==> src/rtl/qs_pkg.sv <==
`default_nettype none
// ============================================================================
// Module      : qs_pkg
// Description : Shared class codes, metadata field positions and channel
//               index helpers for the qs_mc queue selector.
// Revision    : 1.0 - initial release
// ============================================================================
package qs_pkg;

    typedef enum logic [2:0] {
        QS_CLS_BE  = 3'd0,
        QS_CLS_RC  = 3'd1,
        QS_CLS_PTP = 3'd2,
        QS_CLS_TSN = 3'd3
    } qs_cls_e;

    localparam int c_MD_W       = 24;
    localparam int c_CLS_HI     = 23;
    localparam int c_CLS_LO     = 21;
    localparam int c_TS_BASE_CH = 0;

    // Channel map: TSN slots occupy 0..SLOT_NUM-1, then RC, then BE.
    function automatic int qs_rc_ch(input int slot_num);
        return slot_num;
    endfunction

    function automatic int qs_be_ch(input int slot_num);
        return slot_num + 1;
    endfunction

    function automatic int qs_ch_w(input int slot_num);
        return $clog2(slot_num + 2);
    endfunction

endpackage
`default_nettype wire

==> src/rtl/qs_ch_fifo.sv <==
`default_nettype none
// ============================================================================
// Module      : qs_ch_fifo
// Description : Per-channel synchronous FIFO; caller never pushes when full
//               without popping, nor pops when empty.
// Revision    : 1.0 - initial release
// ============================================================================
module qs_ch_fifo #(
    parameter int WIDTH = 9,
    parameter int DEPTH = 4
) (
    input  logic                       clk,
    input  logic                       rst,
    input  logic                       i_push,
    input  logic [WIDTH-1:0]           i_din,
    input  logic                       i_pop,
    output logic [WIDTH-1:0]           o_dout,
    output logic                       o_full,
    output logic                       o_empty,
    output logic [$clog2(DEPTH):0]     o_count
);

    localparam int c_AW = $clog2(DEPTH);

    logic [WIDTH-1:0] r_mem [DEPTH];
    logic [c_AW-1:0]  r_wr_ptr;
    logic [c_AW-1:0]  r_rd_ptr;
    logic [c_AW:0]    r_count;

    always_ff @(posedge clk) begin
        if (i_push) begin
            r_mem[r_wr_ptr] <= i_din;
        end
    end

    always_ff @(posedge clk) begin
        if (rst) begin
            r_wr_ptr <= '0;
            r_rd_ptr <= '0;
            r_count  <= '0;
        end else begin
            if (i_push) r_wr_ptr <= r_wr_ptr + 1'b1;
            if (i_pop)  r_rd_ptr <= r_rd_ptr + 1'b1;
            case ({i_push, i_pop})
                2'b10:   r_count <= r_count + 1'b1;
                2'b01:   r_count <= r_count - 1'b1;
                default: r_count <= r_count;
            endcase
        end
    end

    assign o_dout  = r_mem[r_rd_ptr];
    assign o_full  = (r_count == (c_AW+1)'(DEPTH));
    assign o_empty = (r_count == '0);
    assign o_count = r_count;

endmodule
`default_nettype wire

==> src/rtl/qs_mc.sv <==
`default_nettype none
// ============================================================================
// Module      : qs_mc
// Description : Multi-channel queue selector: classifies metadata into TSN
//               slot, shaped (RC/PTP) and best-effort channel FIFOs.
//               Define QS_DROP_CNT_EN to build the drop / bad-class counters.
// Revision    : 1.0 - initial release
// ============================================================================
module qs_mc
    import qs_pkg::*;
#(
    parameter int SLOT_NUM   = 2,
    parameter int SLOT_W     = (SLOT_NUM > 1 ? $clog2(SLOT_NUM) : 1),
    parameter int PTR_W      = 9,
    parameter int LEN_W      = 12,
    parameter int META_OVH   = 2,
    parameter int FIFO_DEPTH = 4,
    parameter int CNT_W      = 16
) (
    input  logic                      clk,
    input  logic                      rst,
    input  logic [SLOT_W-1:0]         in_qs_time_slot,
    input  logic [23:0]               in_qs_md,
    input  logic                      in_qs_md_wr,
    output logic [SLOT_NUM*PTR_W-1:0] out_qs_ts_md,
    output logic [SLOT_NUM-1:0]       out_qs_ts_md_wr,
    input  logic [SLOT_NUM-1:0]       in_qs_ts_rdy,
    output logic [LEN_W+PTR_W-1:0]    out_qs_rc_md,
    output logic                      out_qs_rc_md_wr,
    input  logic                      in_qs_rc_rdy,
    output logic [PTR_W-1:0]          out_qs_be_md,
    output logic                      out_qs_be_md_wr,
    input  logic                      in_qs_be_rdy,
    output logic [CNT_W-1:0]          out_qs_drop_cnt,
    output logic [CNT_W-1:0]          out_qs_bad_cls_cnt
);

    localparam int c_CH_W   = qs_ch_w(SLOT_NUM);
    localparam int c_NUM_CH = SLOT_NUM + 2;
    localparam int c_RC_CH  = qs_rc_ch(SLOT_NUM);
    localparam int c_BE_CH  = qs_be_ch(SLOT_NUM);
    localparam int c_RC_W   = LEN_W + PTR_W;
    localparam int c_CNT_AW = $clog2(FIFO_DEPTH) + 1;

    logic [2:0]          w_cls;
    logic [LEN_W-1:0]    w_len;
    logic [PTR_W-1:0]    w_ptr;
    logic [LEN_W-1:0]    w_token;
    logic [c_CH_W-1:0]   w_ts_ch;

    logic                r_dec_vld;
    logic [c_CH_W-1:0]   r_dec_ch;
    logic [c_RC_W-1:0]   r_dec_data;

    logic [c_NUM_CH-1:0] w_rdy;
    logic [c_NUM_CH-1:0] w_full;
    logic [c_NUM_CH-1:0] w_empty;
    logic [c_NUM_CH-1:0] w_pop;
    logic [c_NUM_CH-1:0] w_push_req;
    logic [c_NUM_CH-1:0] w_push_ok;

    assign w_cls = in_qs_md[c_CLS_HI:c_CLS_LO];
    assign w_len = in_qs_md[PTR_W+LEN_W-1:PTR_W];
    assign w_ptr = in_qs_md[PTR_W-1:0];

    // Length minus overhead, clamped at zero so short packets never wrap.
    assign w_token = (w_len > LEN_W'(META_OVH)) ? (w_len - LEN_W'(META_OVH)) : '0;

    generate
        if (SLOT_NUM > 1) begin : g_slot_sel
            assign w_ts_ch = c_CH_W'(c_TS_BASE_CH) + c_CH_W'(in_qs_time_slot);
        end else begin : g_slot_fix
            assign w_ts_ch = c_CH_W'(c_TS_BASE_CH);
        end
    endgenerate

    always_ff @(posedge clk) begin
        if (rst) begin
            r_dec_vld  <= 1'b0;
            r_dec_ch   <= '0;
            r_dec_data <= '0;
        end else begin
            r_dec_vld  <= 1'b0;
            r_dec_ch   <= '0;
            r_dec_data <= '0;
            if (in_qs_md_wr) begin
                case (w_cls)
                    QS_CLS_TSN: begin
                        r_dec_vld  <= 1'b1;
                        r_dec_ch   <= w_ts_ch;
                        r_dec_data <= {{LEN_W{1'b0}}, w_ptr};
                    end
                    QS_CLS_PTP: begin
                        r_dec_vld  <= 1'b1;
                        r_dec_ch   <= c_CH_W'(c_RC_CH);
                        r_dec_data <= {{LEN_W{1'b0}}, w_ptr};
                    end
                    QS_CLS_RC: begin
                        r_dec_vld  <= 1'b1;
                        r_dec_ch   <= c_CH_W'(c_RC_CH);
                        r_dec_data <= {w_token, w_ptr};
                    end
                    QS_CLS_BE: begin
                        r_dec_vld  <= 1'b1;
                        r_dec_ch   <= c_CH_W'(c_BE_CH);
                        r_dec_data <= {{LEN_W{1'b0}}, w_ptr};
                    end
                    default: r_dec_vld <= 1'b0;
                endcase
            end
        end
    end

    assign w_rdy = {in_qs_be_rdy, in_qs_rc_rdy, in_qs_ts_rdy};

    // A full FIFO still accepts when its head leaves in the same cycle.
    generate
        for (genvar k = 0; k < c_NUM_CH; k++) begin : g_ctl
            assign w_pop[k]      = !w_empty[k] && w_rdy[k];
            assign w_push_req[k] = r_dec_vld && (r_dec_ch == c_CH_W'(k));
            assign w_push_ok[k]  = w_push_req[k] && (!w_full[k] || w_pop[k]);
        end
    endgenerate

    generate
        for (genvar k = 0; k < SLOT_NUM; k++) begin : g_ts
            logic [PTR_W-1:0]    w_head;
            logic [c_CNT_AW-1:0] w_cnt_unused;
            logic                r_wr;
            logic [PTR_W-1:0]    r_md;

            qs_ch_fifo #(.WIDTH(PTR_W), .DEPTH(FIFO_DEPTH)) u_fifo (
                .clk     (clk),
                .rst     (rst),
                .i_push  (w_push_ok[k]),
                .i_din   (r_dec_data[PTR_W-1:0]),
                .i_pop   (w_pop[k]),
                .o_dout  (w_head),
                .o_full  (w_full[k]),
                .o_empty (w_empty[k]),
                .o_count (w_cnt_unused)
            );

            always_ff @(posedge clk) begin
                if (rst) begin
                    r_wr <= 1'b0;
                    r_md <= '0;
                end else begin
                    r_wr <= w_pop[k];
                    r_md <= w_pop[k] ? w_head : '0;
                end
            end

            assign out_qs_ts_md[k*PTR_W +: PTR_W] = r_md;
            assign out_qs_ts_md_wr[k]             = r_wr;
        end
    endgenerate

    generate
        if (1) begin : g_rc
            logic [c_RC_W-1:0]   w_head;
            logic [c_CNT_AW-1:0] w_cnt_unused;
            logic                r_wr;
            logic [c_RC_W-1:0]   r_md;

            qs_ch_fifo #(.WIDTH(c_RC_W), .DEPTH(FIFO_DEPTH)) u_fifo (
                .clk     (clk),
                .rst     (rst),
                .i_push  (w_push_ok[c_RC_CH]),
                .i_din   (r_dec_data),
                .i_pop   (w_pop[c_RC_CH]),
                .o_dout  (w_head),
                .o_full  (w_full[c_RC_CH]),
                .o_empty (w_empty[c_RC_CH]),
                .o_count (w_cnt_unused)
            );

            always_ff @(posedge clk) begin
                if (rst) begin
                    r_wr <= 1'b0;
                    r_md <= '0;
                end else begin
                    r_wr <= w_pop[c_RC_CH];
                    r_md <= w_pop[c_RC_CH] ? w_head : '0;
                end
            end

            assign out_qs_rc_md    = r_md;
            assign out_qs_rc_md_wr = r_wr;
        end
    endgenerate

    generate
        if (1) begin : g_be
            logic [PTR_W-1:0]    w_head;
            logic [c_CNT_AW-1:0] w_cnt_unused;
            logic                r_wr;
            logic [PTR_W-1:0]    r_md;

            qs_ch_fifo #(.WIDTH(PTR_W), .DEPTH(FIFO_DEPTH)) u_fifo (
                .clk     (clk),
                .rst     (rst),
                .i_push  (w_push_ok[c_BE_CH]),
                .i_din   (r_dec_data[PTR_W-1:0]),
                .i_pop   (w_pop[c_BE_CH]),
                .o_dout  (w_head),
                .o_full  (w_full[c_BE_CH]),
                .o_empty (w_empty[c_BE_CH]),
                .o_count (w_cnt_unused)
            );

            always_ff @(posedge clk) begin
                if (rst) begin
                    r_wr <= 1'b0;
                    r_md <= '0;
                end else begin
                    r_wr <= w_pop[c_BE_CH];
                    r_md <= w_pop[c_BE_CH] ? w_head : '0;
                end
            end

            assign out_qs_be_md    = r_md;
            assign out_qs_be_md_wr = r_wr;
        end
    endgenerate

`ifdef QS_DROP_CNT_EN
    logic             w_drop;
    logic             r_dec_bad;
    logic [CNT_W-1:0] r_drop_cnt;
    logic [CNT_W-1:0] r_bad_cls_cnt;

    assign w_drop = |(w_push_req & ~w_push_ok);

    always_ff @(posedge clk) begin
        if (rst) begin
            r_dec_bad     <= 1'b0;
            r_drop_cnt    <= '0;
            r_bad_cls_cnt <= '0;
        end else begin
            r_dec_bad <= in_qs_md_wr && w_cls[2];
            if (w_drop && (r_drop_cnt != {CNT_W{1'b1}})) begin
                r_drop_cnt <= r_drop_cnt + 1'b1;
            end
            if (r_dec_bad && (r_bad_cls_cnt != {CNT_W{1'b1}})) begin
                r_bad_cls_cnt <= r_bad_cls_cnt + 1'b1;
            end
        end
    end

    assign out_qs_drop_cnt    = r_drop_cnt;
    assign out_qs_bad_cls_cnt = r_bad_cls_cnt;
`else
    assign out_qs_drop_cnt    = '0;
    assign out_qs_bad_cls_cnt = '0;
`endif

endmodule
`default_nettype wire
==> config.mk <==
export PLATFORM = sky130hd
export DESIGN_NAME = qs_mc
export DESIGN_NICKNAME = d
export VERILOG_FILES = /design/src/rtl/qs_pkg.sv /design/src/rtl/qs_ch_fifo.sv /design/src/rtl/qs_mc.sv
export SDC_FILE = /design/constraint.sdc
export NUM_CORES = 1
export LEC_CHECK = 0
export BUFFER_PORTS_ARGS = -buffer_cell sky130_fd_sc_hd__buf_2
export CORE_ASPECT_RATIO = 1.1
export CORE_MARGIN = 1.5
export CORE_UTILIZATION = 40
export CTS_CLUSTER_SIZE = 30
export DETAILED_ROUTE_END_ITERATION = 8
export HOLD_SLACK_MARGIN = 0.1
export MAX_ROUTING_LAYER = met4
export SYNTH_ARGS = -nofsm -noshare
export SYNTH_HDL_FRONTEND = slang
export SYNTH_SLANG_ARGS = --single-unit
==> constraint.sdc <==
create_clock -name clk -period 2.6 [get_ports clk]
set_input_delay 0.52 -clock clk [delete_from_list [all_inputs] [get_ports clk]]
set_output_delay 0.52 -clock clk [all_outputs]
set_load 0.02 [all_outputs]
==> reports/results.tsv <==
stage	metric	value	unit
run_status	outcome	completed	
sta	period_needed	2.29	ns
worst_setup_path	cp.required	3.02	ns
power	cellPowerDensity	823	nW/um^2
routing	avgRoutedWirePerCell	16.9	um
routing	postRouteAntennaNets	0	
synth	synth_cell_type_count	45	
power	net-switching-power	0.00237	W
synth	synth_seq_cells	296	
power	p_int	0.00815	W
worst_setup_path	critPathMaxFanout	5	
sta	rsz0062_at_grt	no	
cts	cts_max_path_buffers	3	
sta	setup_tns	0	ns
cts	clk_latency	0.53	ns
die	start_util	40.9	%
finish	layout.cells.non_filler	1146	
worst_setup_path	crit_arrival	2.71	ns
global_routing	grt_pass1_wl	29.9	mm
cts	post-cts-setup-buffers	0	
finish	drive_gt1_share	25.9	%
placement	placed_cells	1093	
cts	clk_pin_slew_worst_paths	0.06	ns
routing	firstDrtPassIters	4	
sta	tightestPinTransition	1.14	ns
finish	stdcell_area	12800	um^2
synth	synth-async-reset-ratio	0	%
power	p_clk_share	39.8	%
synth	yosys_warnings	0	
min_path	worstHoldPathType	in -> reg	
die	coreArea	27100	um^2
sta	finalSetupViolations	0	
sta	fmax	436	MHz
cts	root_buffer	clkbuf_16	
sta	relSlewSlack	23.7	%
placement	port_buffers	83	
finish	nets	822	
sta	finalCritPeriodShare	88.2	%
cts	clock-sinks	296	
sta	report.final.slew_viol_count	0	
global_routing	antenna_found_initial	0	
worst_setup_path	crit_type	reg -> reg	
routing	drc	0	
global_routing	grt_use_total	14.0	%
power	p_seq_share	50.2	%
synth	ys_seq_area_share	70.8	%
power	ir_drop	0.474	mV
sta	skew	0.00912	ns
routing	via_per_inst	4.69	
power	p_leak	4.57	nW
die	design.portCount	116	
placement	place_hpwl	12.5	mm
job	maxCapViolations	0	
synth	synth_top_flop_cell	edfxtp_1	
die	die_width	162	um
power	switching_share	22.5	%
sta	hold_viol	0	
die	core.rowCount	63	
cts	cts_max_level	1	
die	die_y	178	um
synth	synth_area_per_cell	16.7	um^2
routing	initialDrtViolationCount	205	
cts	post_cts_resized	0	
placement	gp_congestion	0.737	
finish	most-common-layout-cells	192 x edfxtp_1, 104 x dfxtp_1, 83 x buf_2	
worst_setup_path	worstSetupStartpointType	register	
synth	syn_area	11100	um^2
power	p_comb_share	10.0	%
synth	synth_edf_count	192	
worst_setup_path	end_kind	register	
global_routing	grt_max_degree	37	
routing	wl	19.4	mm
cts	hold_buffers	0	
routing	vias	5370	
global_routing	grt_pass1_vias	5660	
finish	area_growth	15.3	%
finish	diodes	0	
cts	cts_tree	built	
die	design.die.area	28700	um^2
placement	place_area	11800	um^2
cts	cts_buffers	29	
global_routing	overflow	0	
synth	synth_cells	665	
finish	final_common_cell	edfxtp_1	
synth_stat cells, types with 2 or more instances:
cell	count	share of area [%]
edfxtp_1	192	52
dfxtp_1	104	19
nor2b_1	50	2.8
mux4_2	48	9.7
nor2_1	39	1.3
buf_4	34	2.3
inv_1	30	1.0
and2_1	26	1.5
ha_1	19	2.1
xnor2_1	15	1.2
clkbuf_1	11	0.37
nor2_2	9	0.51
xor2_1	9	0.71
a21oi_1	7	0.32
nand2_1	7	0.24
buf_2	5	0.23
mux2_1	5	0.51
nor3_1	5	0.23
fa_1	4	0.72
nor4b_1	4	0.32
o21ai_0	4	0.18
mux2i_1	3	0.27
nand2b_1	3	0.17
nor4b_2	3	0.41
o31a_1	3	0.24
a21boi_0	2	0.14
nand3_1	2	0.090
nand3b_1	2	0.14
nor3_2	2	0.18
nor4_1	2	0.11
or3_1	2	0.11
power groups by stage:
| stage | clock network, W | logic, W | registers [W] |
|---|---|---|---|
| floorplan | 0 | 0.000866 | 0.00533 |
| global placement | 0 | 0.00102 | 0.00538 |
| detailed placement | 0 | 0.00107 | 0.00539 |
| CTS | 0.00428 | 0.00107 | 0.00529 |
| global route | 0.00446 | 0.00115 | 0.00531 |
| finish | 0.00419 | 0.00106 | 0.00528 |
final timing paths:
path                            cells past startpoint                startpoint                             endpoint  slack, ns
worst min register to register                      0  r_dec_data[9]$_SDFF_PP0_    g_rc.u_fifo.r_mem[1][9]$_DFFE_PP_       0.47
worst max register to register                      7    r_dec_ch[0]$_SDFF_PP0_  g_rc.u_fifo.o_count[2]$_SDFFE_PP0P_       0.31
worst max-delay path                                7    r_dec_ch[0]$_SDFF_PP0_  g_rc.u_fifo.o_count[2]$_SDFFE_PP0P_       0.31
worst min-delay path                                2               in_qs_md[6]             r_dec_data[6]$_SDFF_PP0_       0.19
state kept, by name (all words and copies together), names as in the netlist, 6 cells and up:
register             count
g_rc.u_fifo.r_mem       84
g_ts.u_fifo.r_mem       72
g_be.u_fifo.r_mem       36
out_qs_be_md             9
g_ts.r_md               18
r_dec_data              21
out_qs_rc_md            21
g_ts.u_fifo.o_count      6
cell families after synthesis:
family / synth area share (%)
other cells: 0.0338
mux: 10.5
fa+ha+maj: 2.87
compound gates: 1.37
buf+inv: 4.05
flops: 70.8
xor+xnor: 1.90
simple gates: 8.50
final cells by class:
| cell class | count | area [um^2] |
|---|---|---|
| Clock inverter | 13 | 116 |
| Multi-Input combinational cell | 318 | 2910 |
| Timing Repair Buffer | 92 | 495 |
| Tap cell | 357 | 447 |
| Fill cell | 2363 | 14300 |
| Inverter | 30 | 113 |
| Clock buffer | 40 | 862 |
| Sequential cell | 296 | 7850 |
worst max-delay path: stages (launching register included):
cell and delay, ns:
dfxtp_1 0.47, inv_1 0.15, a31oi_1 0.29, inv_1 0.10
fa_1 0.41, nor4_1 0.29, a22oi_1 0.14, mux2_1 0.33
routing by layer:
layer	GRT usage, %	part of all wire, %
met5	-	0
met4	5.05	2.7
met3	2.22	4.7
met2	23.8	51
met1	16.9	42
metrics by stage:
stage	worst slack [ns]	utilization, %	hold WS [ns]	power (W)
2_1_floorplan	0.381	-	0.438	0.00620
3_3_place_gp	0.207	43.6	0.449	0.00640
3_5_place_dp	0.0997	43.6	0.467	0.00646
4_1_cts	0.334	47.2	0.166	0.0106
5_1_grt	0.146	47.2	0.180	0.0109
6_report	0.308	47.2	0.189	0.0105
Power figures use the tool's default switching activity.
